File: src/rtl/vga_scan_driver_if.sv
// ---------------------------------------------------------------------------
// vga_scan_driver_if
//   Bundle of every signal between the VGA scan driver, the visualizer that
//   colours the pixels, and the DE2-70 VGA DAC pins.
//
//   master : the scan driver. It takes the pixel tick and the visualizer
//            colour, and drives the coordinates, frame sync and DAC pins.
//   slave  : the environment. It drives the pixel tick and colour, and
//            consumes the coordinates and DAC pins.
//
//   iEn                  pixel tick
//   iR, iG, iB           10-bit colour from the visualizer
//   oX, oY               current pixel coordinate (0 outside the active area)
//   oFS                  frame sync, high during active lines
//   oFrameTick           one-clock pulse at frame wrap
//   oVGA_R/G/B           DAC colour
//   oVGA_HS, oVGA_VS     sync outputs
//   oVGA_BLANK_N         high in the active region
//   oVGA_SYNC_N          tied low (no sync-on-green)
// ---------------------------------------------------------------------------
interface vga_scan_driver_if;
   logic       iEn;
   logic [9:0] iR;
   logic [9:0] iG;
   logic [9:0] iB;
   logic [9:0] oX;
   logic [9:0] oY;
   logic       oFS;
   logic       oFrameTick;
   logic [9:0] oVGA_R;
   logic [9:0] oVGA_G;
   logic [9:0] oVGA_B;
   logic       oVGA_HS;
   logic       oVGA_VS;
   logic       oVGA_BLANK_N;
   logic       oVGA_SYNC_N;

   modport master (
      input  iEn, iR, iG, iB,
      output oX, oY, oFS, oFrameTick,
             oVGA_R, oVGA_G, oVGA_B,
             oVGA_HS, oVGA_VS, oVGA_BLANK_N, oVGA_SYNC_N
   );

   modport slave (
      output iEn, iR, iG, iB,
      input  oX, oY, oFS, oFrameTick,
             oVGA_R, oVGA_G, oVGA_B,
             oVGA_HS, oVGA_VS, oVGA_BLANK_N, oVGA_SYNC_N
   );
endinterface

File: src/rtl/vga_scan_driver.sv
// ---------------------------------------------------------------------------
// vga_scan_driver
//   Raster scan generator for one display pipeline. It walks the pixel
//   counters, hands the active pixel coordinate to the visualizer, and puts
//   the returned colour on the VGA DAC. HS/VS/BLANK are delayed so that they
//   stay aligned with that colour.
//
//   Ports
//     iCLK   system clock
//     iRST   synchronous active-high reset (takes priority over iEn)
//     bus    vga_scan_driver_if.master (pixel tick, visualizer colour in;
//            coordinates, frame sync and DAC pins out)
//
//   Timing
//     Coordinates are combinational from the counters. The visualizer
//     returns colour PIPE ticks later. The control triple {act, hs, vs} is
//     delayed by PIPE ticks to match it, and one output register follows.
//     Counter-to-pin latency is therefore PIPE+1 ticks for both colour and
//     control.
// ---------------------------------------------------------------------------
module vga_scan_driver #(
   parameter int H_ACT    = 640,
   parameter int H_FP     = 16,
   parameter int H_SYNC   = 96,
   parameter int H_BP     = 48,
   parameter int V_ACT    = 480,
   parameter int V_FP     = 10,
   parameter int V_SYNC   = 2,
   parameter int V_BP     = 33,
   parameter int PIPE     = 0,
   parameter bit SYNC_POL = 1'b0
) (
   input  logic              iCLK,
   input  logic              iRST,
   vga_scan_driver_if.master bus
);

   localparam int H_TOTAL = H_ACT + H_FP + H_SYNC + H_BP;
   localparam int V_TOTAL = V_ACT + V_FP + V_SYNC + V_BP;

   localparam logic [9:0] H_LAST     = 10'(H_TOTAL - 1);
   localparam logic [9:0] V_LAST     = 10'(V_TOTAL - 1);
   localparam logic [9:0] H_ACT_W    = 10'(H_ACT);
   localparam logic [9:0] V_ACT_W    = 10'(V_ACT);
   localparam logic [9:0] H_SYNC_BEG = 10'(H_ACT + H_FP);
   localparam logic [9:0] H_SYNC_END = 10'(H_ACT + H_FP + H_SYNC);
   localparam logic [9:0] V_SYNC_BEG = 10'(V_ACT + V_FP);
   localparam logic [9:0] V_SYNC_END = 10'(V_ACT + V_FP + V_SYNC);

   // The counters are 10 bits wide, so every timing sum has to fit in them.
   generate
      if (H_TOTAL > 1023 || V_TOTAL > 1023 || PIPE < 0 || PIPE > 7) begin : g_badParams
         $error("vga_scan_driver: timing sums must be <= 1023 and PIPE within 0..7");
      end
   endgenerate

   // ---------------------------------------------------------------- counters
   logic [9:0] hcntReg, hcntNext;
   logic [9:0] vcntReg, vcntNext;

   always_comb begin
      hcntNext = hcntReg;
      vcntNext = vcntReg;
      if (bus.iEn) begin
         if (hcntReg == H_LAST) begin
            hcntNext = '0;
            vcntNext = (vcntReg == V_LAST) ? '0 : vcntReg + 10'd1;
         end else begin
            hcntNext = hcntReg + 10'd1;
         end
      end
   end

   always_ff @(posedge iCLK) begin
      if (iRST) begin
         hcntReg <= '0;
         vcntReg <= '0;
      end else begin
         hcntReg <= hcntNext;
         vcntReg <= vcntNext;
      end
   end

   // ---------------------------------------------------------- region decode
   logic act, hsAct, vsAct;

   assign act   = (hcntReg < H_ACT_W) && (vcntReg < V_ACT_W);
   assign hsAct = (hcntReg >= H_SYNC_BEG) && (hcntReg < H_SYNC_END);
   assign vsAct = (vcntReg >= V_SYNC_BEG) && (vcntReg < V_SYNC_END);

   assign bus.oX  = act ? hcntReg : '0;
   assign bus.oY  = act ? vcntReg : '0;
   assign bus.oFS = (vcntReg < V_ACT_W);

   // The tick leaves the last pixel of the frame. Reset suppresses it, so a
   // restart never reports a frame wrap.
   assign bus.oFrameTick = bus.iEn && !iRST && (hcntReg == H_LAST) && (vcntReg == V_LAST);

   // ------------------------------------------------------ control delay line
   // Bit order is {act, hs, vs}. On reset every stage is cleared, so stages
   // still draining after a restart read as blank with sync deasserted and
   // no runt sync pulse can reach the pins.
   logic [2:0] ctrlNow;
   logic [2:0] ctrlDly;

   assign ctrlNow = {act, hsAct, vsAct};

   generate
      if (PIPE == 0) begin : g_noDelay
         assign ctrlDly = ctrlNow;
      end else begin : g_delay
         for (genvar gi = 0; gi < PIPE; gi++) begin : g_stage
            logic [2:0] stageReg;
            logic [2:0] stageIn;

            if (gi == 0) begin : g_head
               assign stageIn = ctrlNow;
            end else begin : g_tail
               assign stageIn = g_stage[gi-1].stageReg;
            end

            always_ff @(posedge iCLK) begin
               if (iRST) begin
                  stageReg <= 3'b000;
               end else if (bus.iEn) begin
                  stageReg <= stageIn;
               end
            end
         end
         assign ctrlDly = g_stage[PIPE-1].stageReg;
      end
   endgenerate

   // --------------------------------------------------------- output register
   logic [9:0] rReg, gReg, bReg;
   logic       blankNReg, hsReg, vsReg;

   always_ff @(posedge iCLK) begin
      if (iRST) begin
         rReg      <= '0;
         gReg      <= '0;
         bReg      <= '0;
         blankNReg <= 1'b0;
         hsReg     <= ~SYNC_POL;
         vsReg     <= ~SYNC_POL;
      end else if (bus.iEn) begin
         rReg      <= ctrlDly[2] ? bus.iR : '0;
         gReg      <= ctrlDly[2] ? bus.iG : '0;
         bReg      <= ctrlDly[2] ? bus.iB : '0;
         blankNReg <= ctrlDly[2];
         hsReg     <= ctrlDly[1] ? SYNC_POL : ~SYNC_POL;
         vsReg     <= ctrlDly[0] ? SYNC_POL : ~SYNC_POL;
      end
   end

   assign bus.oVGA_R       = rReg;
   assign bus.oVGA_G       = gReg;
   assign bus.oVGA_B       = bReg;
   assign bus.oVGA_BLANK_N = blankNReg;
   assign bus.oVGA_HS      = hsReg;
   assign bus.oVGA_VS      = vsReg;
   assign bus.oVGA_SYNC_N  = 1'b0;

endmodule
File: src/flat_wrapper.sv
// flat-port wrapper written by rule: the top's interface ports become plain ports
module vga_scan_driver_flat 
#(
   parameter int H_ACT    = 640,
   parameter int H_FP     = 16,
   parameter int H_SYNC   = 96,
   parameter int H_BP     = 48,
   parameter int V_ACT    = 480,
   parameter int V_FP     = 10,
   parameter int V_SYNC   = 2,
   parameter int V_BP     = 33,
   parameter int PIPE     = 0,
   parameter bit SYNC_POL = 1'b0
)
  (iCLK, iRST, bus_iEn, bus_iR, bus_iG, bus_iB, bus_oX, bus_oY, bus_oFS, bus_oFrameTick, bus_oVGA_R, bus_oVGA_G, bus_oVGA_B, bus_oVGA_HS, bus_oVGA_VS, bus_oVGA_BLANK_N, bus_oVGA_SYNC_N);
  vga_scan_driver_if bus_i ();
  input  logic iCLK;
  input  logic iRST;
  input wire logic [$bits(bus_i.iEn)-1:0] bus_iEn;
  input wire logic [$bits(bus_i.iR)-1:0] bus_iR;
  input wire logic [$bits(bus_i.iG)-1:0] bus_iG;
  input wire logic [$bits(bus_i.iB)-1:0] bus_iB;
  output wire logic [$bits(bus_i.oX)-1:0] bus_oX;
  output wire logic [$bits(bus_i.oY)-1:0] bus_oY;
  output wire logic [$bits(bus_i.oFS)-1:0] bus_oFS;
  output wire logic [$bits(bus_i.oFrameTick)-1:0] bus_oFrameTick;
  output wire logic [$bits(bus_i.oVGA_R)-1:0] bus_oVGA_R;
  output wire logic [$bits(bus_i.oVGA_G)-1:0] bus_oVGA_G;
  output wire logic [$bits(bus_i.oVGA_B)-1:0] bus_oVGA_B;
  output wire logic [$bits(bus_i.oVGA_HS)-1:0] bus_oVGA_HS;
  output wire logic [$bits(bus_i.oVGA_VS)-1:0] bus_oVGA_VS;
  output wire logic [$bits(bus_i.oVGA_BLANK_N)-1:0] bus_oVGA_BLANK_N;
  output wire logic [$bits(bus_i.oVGA_SYNC_N)-1:0] bus_oVGA_SYNC_N;
  assign bus_i.iEn = bus_iEn;
  assign bus_i.iR = bus_iR;
  assign bus_i.iG = bus_iG;
  assign bus_i.iB = bus_iB;
  assign bus_oX = bus_i.oX;
  assign bus_oY = bus_i.oY;
  assign bus_oFS = bus_i.oFS;
  assign bus_oFrameTick = bus_i.oFrameTick;
  assign bus_oVGA_R = bus_i.oVGA_R;
  assign bus_oVGA_G = bus_i.oVGA_G;
  assign bus_oVGA_B = bus_i.oVGA_B;
  assign bus_oVGA_HS = bus_i.oVGA_HS;
  assign bus_oVGA_VS = bus_i.oVGA_VS;
  assign bus_oVGA_BLANK_N = bus_i.oVGA_BLANK_N;
  assign bus_oVGA_SYNC_N = bus_i.oVGA_SYNC_N;
  vga_scan_driver #(.H_ACT(H_ACT), .H_FP(H_FP), .H_SYNC(H_SYNC), .H_BP(H_BP), .V_ACT(V_ACT), .V_FP(V_FP), .V_SYNC(V_SYNC), .V_BP(V_BP), .PIPE(PIPE), .SYNC_POL(SYNC_POL)) u_core (.iCLK(iCLK), .iRST(iRST), .bus(bus_i));
endmodule
File: config.mk
export PLATFORM = sky130hd
export DESIGN_NAME = vga_scan_driver_flat
export DESIGN_NICKNAME = d
export VERILOG_FILES = /design/src/rtl/vga_scan_driver_if.sv /design/src/rtl/vga_scan_driver.sv /design/src/flat_wrapper.sv
export SDC_FILE = /design/constraint.sdc
export NUM_CORES = 1
export LEC_CHECK = 0
export ABC_AREA = 1
export CORE_MARGIN = 5
export CORE_UTILIZATION = 55
export DETAILED_ROUTE_END_ITERATION = 6
export DONT_BUFFER_PORTS = 1
export PLACE_DENSITY_LB_ADDON = 0.15
export REMOVE_ABC_BUFFERS = 1
export SLEW_MARGIN = 20
export SYNTH_ARGS = -nofsm -noshare
export SYNTH_HDL_FRONTEND = slang
export SYNTH_SLANG_ARGS = --single-unit
File: constraint.sdc
create_clock -name iCLK -period 1.77 [get_ports iCLK]
set_input_delay 0.2655 -clock iCLK [delete_from_list [all_inputs] [get_ports iCLK]]
set_output_delay 0.2655 -clock iCLK [all_outputs]
set_load 0.005 [all_outputs]
==> reports/summary.txt <==
Status -> complete, no violations
FILL cells -> 434
EDFF count, synth -> 0
Fin util -> 61.3%
Post-route cell area -> 2710 um2
M2 GR Usage -> 33.3%
Worst VDD drop -> 568 uV
Max-cap viol count -> 0
Async set-reset flop share out of synthesis -> 0%
Hold Path End -> u_core.bus.oVGA_G[2]
Top delay family on crit path -> simple AND/OR/NAND/NOR gates
CTS tree -> done
Port bufs -> 0
Std-Cell Rows -> 24
First-pass GRT wire length -> 10.6 mm
M3 GR Usage -> 6.86%
Root buffer cell -> clkbuf_8
Grt peak-use layer -> met2
Worst-path cell chain -> nand2_1, nand3b_1, nor2_1, nand2_2, nor2_1
Area Overhead vs Synth -> 6.29%
Largest cells by area after synthesis -> dfxtp_1, nand2_1, nand4_1
Worst Hold Path Cells -> 1
Nets@finish -> 398
Synth top area share -> 41.7%
Initial DRC Count -> 162
Lkg Pwr -> 0.988 nW
Crit Path Max Fanout -> 5
CP Capture Type -> output port
# H-tree levels -> 2
Worst r2r path cells -> 8
Via count -> 2384
Largest family of logic cells by synthesized area -> simple AND/OR/NAND/NOR gates
Area leader, netlist -> dfxtp_1
Syn Inst Count -> 364
Net Sw Frac -> 24.6%
Flop pwr share -> 61.3%
Share of cells above drive strength 1 -> 10.2%
Setup TNS -> 0 ns
Fin crit share -> 95.2%
Comb pwr share -> 5.1%
WS Path Type -> register to output port
Final Total Pwr -> 2.08 mW
Synth cell types -> 26
Largest net degree at the start of global routing -> 41
Data required time of the worst path -> 1.50 ns
TritonCTS buffer count -> 5
Internal power -> 1.56 mW
Simple-gate area share of the yosys netlist -> 36.6%
Residual DRC -> 0
Die Ht -> 78.0 um
Post-synthesis sequential area ratio -> 41.7%
Vias per cell -> 5.77
Slowest cell on the critical path -> dfxtp_1
Power density cells -> 767 nW/um2
DR WL/cell -> 15.6 um
CORE AREA -> 4410 um2
Arrival @ worst endpoint -> 1.42 ns
HP Start -> iRST
Hold Fails Final Rpt -> 0
Slew Viols, Final -> 0
Main synth FF type -> dfxtp_1
Initial Util -> 57.7%
Max Clk Rate -> 0.593 GHz
#FFs+latches synth -> 53
Initial antenna violation count -> 0
Sink Count -> 53
Die area -> 6090 um2
Net Sw Power -> 511 uW
RePlAce Congestion -> 0.879
CP most frequent cell -> nor2_1
Mean Syn Cell Area -> 6.99 um2
Synth warn -> 0
R2R setup slack -> 0.31 ns
Diode count -> 0
Mux cell area share after synthesis -> 0%
Min Tclk post-route -> 1.69 ns
R2R Path Start -> u_core.vcntReg[1]
I/O pin count -> 89
Clk network pwr share -> 33.6%
Crit start category -> register
Post-DP Area -> 2570 um2
Xor and xnor area share after synthesis -> 1.03%
Die X -> 78.0 um
Vias in the first global route -> 2205
Synth Area in Compound Gates -> 9.73%
TritonRoute pass-1 iters -> 4
Final Skew -> 0.00809 ns
Global route overflow -> 0
HP Class -> input pin to register
CP bufs+invs -> 0
Longest Clk Path Bufs -> 2
DRT Wirelength -> 6.45 mm
Routed Antenna Nets -> 0
Post-synthesis adder-cell area fraction -> 2.46%
Routing usage on met1 -> 26.9%
Reg-to-reg critical path endpoint -> u_core.vcntReg[8]
Worst skew pair latency -> 0.31 ns
Final setup fails -> 0
GRT Overall Usage -> 20.8%
Netlist Area Pre-Place -> 2540 um2
Dpl hpwl -> 4.48 mm
CP peak stage delay -> 0.42 ns
Clk slew on worst S/H paths -> 0.10 ns
cell usage after synthesis, drive strengths merged (5+ instances only):
library cell  number
nor2              62
ha                 5
nand3             17
a21oi             42
nor3               5
inv               29
buf               10
nand2             74
o21ai              6
nand4             40
clkbuf            11
dfxtp             53
worst reg2reg max path: stages (launching register included):
cell     delay (ns)
dfxtp_1        0.42
ha_1           0.25
nand2_1        0.07
nor2_1         0.28
nand2_1        0.10
nand2_1        0.08
nand2_1        0.05
nand2_1        0.06
a21oi_1        0.05
registers in the layout, indices dropped and copies added (netlist names):
| name | count |
|---|---|
| u_core.bus.oVGA_B | 10 |
| u_core.bus.oVGA_VS | 1 |
| u_core.bus.oVGA_HS | 1 |
| u_core.hcntReg | 10 |
| u_core.bus.oVGA_G | 10 |
| u_core.bus.oVGA_BLANK_N | 1 |
| u_core.vcntReg | 10 |
| u_core.bus.oVGA_R | 10 |
per-layer routing:
| layer | wire length [um] | part of all wire, % |
|---|---|---|
| met5 | 0 | 0 |
| met4 | 114 | 1.8 |
| met3 | 502 | 7.8 |
| met2 | 2980 | 46 |
| met1 | 2850 | 44 |
cells in the final DEF, fill, tap and decap left out, types with 3 or more instances in the layout:
| cell | count |
|---|---|
| nor3_1 | 5 |
| clkbuf_8 | 5 |
| ha_1 | 4 |
| nand2_1 | 69 |
| dfxtp_1 | 47 |
| dfxtp_2 | 4 |
| nor2_1 | 58 |
| o21ai_0 | 5 |
| nand4_1 | 40 |
| nand2_2 | 5 |
| xor2_1 | 3 |
| inv_1 | 26 |
| a21oi_1 | 42 |
| buf_4 | 8 |
| nor3b_1 | 3 |
| nand3_1 | 17 |
power groups by stage:
stage / combinational [mW] / sequential (mW) / clock [mW]
2_1_floorplan: 0.0811 / 1.29 / 0
3_3_place_gp: 0.0982 / 1.30 / 0
3_5_place_dp: 0.102 / 1.30 / 0
4_1_cts: 0.102 / 1.28 / 0.717
5_1_grt: 0.124 / 1.28 / 0.764
6_report: 0.106 / 1.27 / 0.697
kinds of logic (layout without fill, tap and decap cells):
logic type	count (synthesis)	after routing
other	1	2
xor gates and xnor gates	3	3
AOI/OAI and AO/OA	49	49
adders and majority gates	5	5
and+or+nand+nor	203	203
DFF	53	53
buffers and inverters	50	46
worst max-delay path by stage:
| stage | startpoint | to | slack, ns | depth (start not counted) |
|---|---|---|---|---|
| 6_report | u_core.vcntReg[3] | bus_oFrameTick | 0.08 | 5 |
| 3_5_place_dp | u_core.hcntReg[0] | bus_oFrameTick | 0.21 | 5 |
| 2_1_floorplan | u_core.hcntReg[7] | bus_oX[0] | -0.37 | 4 |
| 4_1_cts | u_core.hcntReg[0] | bus_oFrameTick | 0.01 | 5 |
| 5_1_grt | u_core.hcntReg[9] | bus_oFrameTick | -0.002 | 6 |
| 3_3_place_gp | u_core.hcntReg[0] | bus_oFrameTick | 0.26 | 5 |
layout make-up:
cell class / count / area [um2] / area share, %
Timing Repair Buffer: 9 / 70.1 / 2.59
Clock buffer: 5 / 68.8 / 2.54
Inverter: 29 / 114 / 4.21
Sequential cell: 53 / 1070 / 39.7
Clock inverter: 3 / 21.3 / 0.786
Multi-Input combinational cell: 262 / 1290 / 47.8
Tap cell: 52 / 65.1 / 2.41
through the flow:
stage / std cells / setup slack (ns) / hold WS, ns
2_1_floorplan: 344 / -0.374 / 0.335
3_3_place_gp: 403 / 0.264 / 0.342
3_5_place_dp: 403 / 0.209 / 0.343
4_1_cts: 412 / 0.0129 / 0.00240
5_1_grt: 413 / -0.00157 / 0.00308
6_report: 413 / 0.0848 / 0.0215
repair_timing:
action	in CTS	in global routing
pin swaps	1	1
setup buffers	1	0
resized for setup	5	9
endpoints found under the hold margin	0	6
hold buffers	0	1
endpoints found under the setup margin	8	20
Power figures use the tool's default switching activity.
